**config.mk**
```make
export PLATFORM = sky130hd
export DESIGN_NAME = if_id_fetch_queue
export DESIGN_NICKNAME = d
export VERILOG_FILES = /design/src/rtl/if_id_fetch_queue.sv
export SDC_FILE = /design/constraint.sdc
export NUM_CORES = 1
export LEC_CHECK = 0
export CELL_PAD_IN_SITES_DETAIL_PLACEMENT = 1
export CELL_PAD_IN_SITES_GLOBAL_PLACEMENT = 1
export CORE_ASPECT_RATIO = 0.6
export CORE_MARGIN = 5
export CORE_UTILIZATION = 40
export CTS_BUF_LIST = sky130_fd_sc_hd__clkbuf_8
export DETAILED_ROUTE_END_ITERATION = 6
export PLACE_DENSITY_LB_ADDON = 0.05
export SYNTH_ARGS = -nofsm -noshare
export SYNTH_HDL_FRONTEND = slang
export SYNTH_SLANG_ARGS = --single-unit
```
**constraint.sdc**
```tcl
create_clock -name clk -period 2.5 [get_ports clk]
set_clock_uncertainty 0.15 [all_clocks]
set_input_delay 0.5 -clock clk [delete_from_list [all_inputs] [get_ports clk]]
set_output_delay 0.5 -clock clk [all_outputs]
set_load 0.05 [all_outputs]
```
**src/rtl/if_id_fetch_queue.sv**
```systemverilog
// Fetch-to-decode instruction queue: circular buffer of {PC, instruction} pairs.
// Full (~in_ready) freezes fetch; a taken branch (flush) discards all buffered entries.
module if_id_fetch_queue #(
  parameter  int WORD_LEN = 32,
  parameter  int DEPTH    = 4,
  localparam int PTR_W    = $clog2(DEPTH)
) (
  input  logic                clk,
  input  logic                reset,
  input  logic                flush,
  input  logic                in_valid,
  input  logic [WORD_LEN-1:0] in_pc,
  input  logic [WORD_LEN-1:0] in_instr,
  output logic                in_ready,
  output logic                out_valid,
  output logic [WORD_LEN-1:0] out_pc,
  output logic [WORD_LEN-1:0] out_instr,
  input  logic                out_ready,
  output logic [PTR_W:0]      count
);

  localparam logic [PTR_W:0] FULL = (PTR_W+1)'(DEPTH);

  logic [WORD_LEN-1:0] mem_pc    [DEPTH];
  logic [WORD_LEN-1:0] mem_instr [DEPTH];
  logic [PTR_W-1:0]    wr_ptr;
  logic [PTR_W-1:0]    rd_ptr;
  logic                push;
  logic                pop;

  // in_ready depends only on registered count, never on out_ready.
  assign in_ready  = (count != FULL);
  assign out_valid = (count != '0);
  assign push      = in_valid & in_ready;
  assign pop       = out_valid & out_ready;

  assign out_pc    = out_valid ? mem_pc[rd_ptr]    : '0;
  assign out_instr = out_valid ? mem_instr[rd_ptr] : '0;

  always_ff @(posedge clk or negedge reset) begin
    if (!reset) begin
      wr_ptr <= '0;
      rd_ptr <= '0;
      count  <= '0;
    end else if (flush) begin
      wr_ptr <= '0;
      rd_ptr <= '0;
      count  <= '0;
    end else begin
      if (push) wr_ptr <= wr_ptr + 1'b1;
      if (pop)  rd_ptr <= rd_ptr + 1'b1;
      if (push && !pop)      count <= count + 1'b1;
      else if (pop && !push) count <= count - 1'b1;
    end
  end

  // Storage is cleared by reset only; flush just rewinds the pointers.
  always_ff @(posedge clk or negedge reset) begin
    if (!reset) begin
      mem_pc    <= '{default: '0};
      mem_instr <= '{default: '0};
    end else if (push && !flush) begin
      mem_pc[wr_ptr]    <= in_pc;
      mem_instr[wr_ptr] <= in_instr;
    end
  end

endmodule

```
# ---- Word-level counts from Yosys, hierarchy flattened
# Index checks and enable logic that the tools add are counted.
dict set report totals {
  ff_bits 263
  input_bits 69
  output_inout_bits 69
}
dict set report op_classes {
  add_sub_neg 4
  magnitude_cmp 3
  eq_ne 1
  muxes 19
  bitwise_logic 4
  n_reduce_logical 11
}
# op n
set ops {}
lappend ops {{$bwmux 128} 2}
lappend ops {{$mux 32} 7}
lappend ops {{$bmux 32 s2} 2}
lappend ops {{$demux 32 s2} 1}
lappend ops {{$mux 3} 3}
lappend ops {{$mux 2} 4}
lappend ops {{$ge 3x3->1 const B} 2}
lappend ops {{$not 2->3} 2}
lappend ops {{$reduce_bool 3->1} 2}
lappend ops {{$add 2x1->2 const B} 2}
lappend ops {{$logic_and 1x1->1} 4}
lappend ops {{$reduce_bool 2->1} 2}
lappend ops {{$add 3x1->3 const B} 1}
lappend ops {{$logic_not 1->1} 3}
lappend ops {{$lt 3x1->1 const B} 1}
lappend ops {{$ne 3x3->1 const B} 1}
lappend ops {{$sub 3x1->3 const B} 1}
lappend ops {{$and 1x1->1} 2}

# ---- Depth between registers and ports, before layout
dict set report logic_depth {
  word_depth 7
  mapped_depth 8
}

# ---- Least setup slack after synthesis
# OpenSTA, ideal clock, no wires.
dict set report synth_timing {
  path_type {register to output}
  startpoint {register count[1]}
  endpoint {output out_instr[16]}
  t_arrival_ns 2.123
  path_slack_ns -0.273
  path_stages_with_launch 5
  n_path_buf 2
  cell_sequence {dfrtp_1 buf_2 or3_2 clkbuf_1 and2_1}
}
dict set report synth_between {
  elab_chain_cells 2
}
# element line_no
set synth_lines {}
lappend synth_lines {{start, declared} 19} ;# output logic [PTR_W:0] count
lappend synth_lines {{start signal, assigned} 52} ;# if (push && !pop) count <= count + 1'b1;
lappend synth_lines {{start signal, assigned} 53} ;# else if (pop && !push) count <= count - 1'b1;
lappend synth_lines {{$reduce_bool 3->1} 33} ;# assign out_valid = (count != '0);
lappend synth_lines {{net out_valid} 15} ;# output logic out_valid,
lappend synth_lines {{$mux 32} 38} ;# assign out_instr = out_valid ? mem_instr[rd_ptr] : '0;
lappend synth_lines {{end, declared} 17} ;# output logic [WORD_LEN-1:0] out_instr,
# The timed path passes the listed nets, and every way through them passes these cells.

# ---- Worst setup path in the final report
dict set report layout_timing {
  startpoint {register rd_ptr[0]}
  endpoint {output out_instr[7]}
}
dict set report layout_between {
  elab_chain_cells 5
}
# element line_no
set layout_lines {}
lappend layout_lines {{start, declared} 27} ;# logic [PTR_W-1:0] rd_ptr;
lappend layout_lines {{start signal, assigned} 51} ;# if (pop) rd_ptr <= rd_ptr + 1'b1;
lappend layout_lines {{$not 2->3 (not written as such)} 38}
lappend layout_lines {{$bmux 32 s2} 38}
lappend layout_lines {{$mux 32 (not written as such) (2 in series)} 38}
lappend layout_lines {{$mux 32} 38}
# Every way passes these cells. The select of a mux whose other input is x is not followed.

==> metrics <==
GPL Wtd Cong 0.707; syn nets 823; Vias just over 7000; maximum vdd ir drop between 600 and 700 uV; WP data required 1.85 ns; most frequent cells in the layout dfrtp_1 (258), mux2_2 (221), clkdlybuf4s50_1 (67); CTS Sinks roughly 260; CTS tree yes; Synth Register Bits 263; Worst-path clk slew ~0.070 ns; Num CTS Buffers 42; cell taking the most area after synthesis dfrtp_1; Final Total Pwr 0.0229 W; worst slew pin tran 0.536 ns; number of distinct library cells after synthesis 39; Synth Flop Type dfrtp_1; # nets final roughly 1000; final setup margin -0.384 ns; max cap viols 0; Worst-Skew Late Latency ~0.55 ns; drt first-iter violations approximately 210; Port Buffer Count 137; vias in the first global route between 8000 and 9000; minimum clock period between 2 and 3 ns; CTS max path bufs 3; crit path cell chain buf_12, clkbuf_16, mux4_2, and2_4, buf_6; antenna viol nets, final 0; starting density of the core 40.8%; worst reg2reg path depth 8; Post-DP HPWL 20100 um; first-pass GRT wire length 50800 um; grt total ovfl 0; Residual DRC 0; cells after synthesis 749; fillers between 2000 and 3000; Seq/Total Area, Yosys a little over half; initial antenna violation count 1; Mapped Area 12200 um2; max incr delay on CP 0.51 ns; Die X-Extent approximately 240 um; unrepaired setup endpoints after global routing yes; kind of critical path register to primary output; YS warnings 0; First-pass DRT Iterations 4; Async SR Flop Fraction 100%; Slew HR 63.8%; Crit path buffers/inverters 3; Synth top area share between 50 and 60%; most common cell after layout, fill and taps aside dfrtp_1; dpl ws -0.0220 ns; via density per instance 5.22; P_leak 7.11 nW; share of the clock period used by the worst path 115%; status finished with violations; area grow syn2layout 29.0%; Final setup violation count 65; hold crit path type input port to asynchronous set/reset pin; die footprint ~34000 um2; fmax between 300 and 400 MHz; layout cells sized above 1 between 50% and 60%; Worst setup SP type register; FF/Latch Area roughly 6600 um2; I/O Pins 138; H-tree lvl count 2; critical path's slowest cell mux4_2; gr usage total 18.8%; cell depth of the worst setup path 5; fin util between 50% and 60%; family with the most delay on the worst path buffers and inverters; Worst Setup End Kind primary output; largest net degree at the start of global routing 66; number of diodes 0; fin cells 1374; Root Buffer clkbuf_8; worst-path maximum fanout 6; Placed Cells approximately 1300; Site Rows 49; Worst EP arrival 2.23 ns; final setup TNS -21.05 ns; average size of a mapped cell between 15 and 20 um2; core area roughly 30000 um2; EDFF count, synth 0; Hold Violations, Final 0; synth top area cells dfrtp_1 (54%), mux2_2 (20%), mux4_2 (12%), and2_1 (3.3%), mux2_4 (2.5%); DIE HEIGHT about 150 um; failing checks negative setup slack; Final Max Slew Viols 0; routed length per instance approximately 24 um; PD cells 1450 nW/um2; detailed-route wire length 32600 um; Multi-input gate area ~5400 um2
-- flip-flops by register name, indices dropped and copies added (netlist names) --
| signal | count |
|---|---|
| mem_pc | 128 |
| rd_ptr | 2 |
| mem_instr | 128 |
| wr_ptr | 2 |
| count | 3 |
-- cell families after synthesis --
group / Yosys count / synth area share, %
buffers and inverters: 59 / 3.92
and+or+nand+nor: 82 / 4.56
muxes: 322 / 36.1
AOI/OAI and AO/OA: 16 / 0.940
DFF: 263 / 53.8
adders and majority gates: 5 / 0.572
xor gates and xnor gates: 2 / 0.143
-- stage by stage --
step | hold WS [ns] | area [um2]
finish | 0.296 | 15800
global route | 0.302 | 15800
CTS | 0.297 | 15400
detailed placement | 0.328 | 14100
global placement | 0.318 | 14100
floorplan | 0.0544 | 12300
-- final timing paths --
| path | startpoint | endpoint | slack [ns] |
|---|---|---|---|
| worst max-delay path | rd_ptr[0] | out_instr[7] | -0.38 |
| worst min-delay path | reset | mem_instr[98] | 0.30 |
| worst max register to register | count[1] | count[2] | 0.13 |
| worst min register to register | mem_instr[109] | mem_instr[109] | 0.34 |
| max in group asynchronous | reset | mem_pc[102] | 1.07 |
| min in group clk | mem_instr[109] | mem_instr[109] | 0.34 |
-- routing by layer --
layer  routed length, um  track usage, %  share of wire (%)  vias up
li1                    -               -                  -     3124
met1               15100            25.9                 46     3889
met2               15700            30.4                 48      112
met3                1350            4.36                4.1       48
met4                 479            4.52                1.5        2
met5                   8               0              0.025        -
-- final cells by class --
| cell class | count | area share [%] |
|---|---|---|
| tap | 408 | 3.23 |
| clock inverter | 21 | 0.531 |
| clock buffer | 54 | 4.71 |
| multi-input combinational | 427 | 33.9 |
| sequential | 263 | 41.8 |
| timing repair buffer | 193 | 15.6 |
| inverter | 8 | 0.277 |
-- synth_stat cells, types with 2 or more instances --
library cell  number
a21oi_1            2
and2_1            64
buf_12             3
buf_2              6
buf_4              6
buf_6             19
buf_8              3
clkbuf_1          13
dfrtp_1          263
ha_1               4
inv_1              7
mux2_1            16
mux2_2           221
mux2_4            20
mux4_2            64
nand3_1            2
nand3_4            4
nor2_1             7
o21ai_0            3
o31ai_1            2
xor2_1             2
-- power by group --
part / total (W) / internal, W / switching [W]
sequential: 0.00698 / 0.00604 / 0.000944
combinational: 0.0123 / 0.00628 / 0.00599
clock: 0.00363 / 0.00193 / 0.00171
-- repair_timing --
item	4_1_cts	5_1_grt
pin swaps	8	15
buffers inserted	7	1
gates resized for setup	100	79
setup endpoints to repair	68	67
endpoints found under the hold margin	53	0
gates cloned	5	5
hold buffers	1	0
Note: power is estimated with default switching activity, not from simulation.
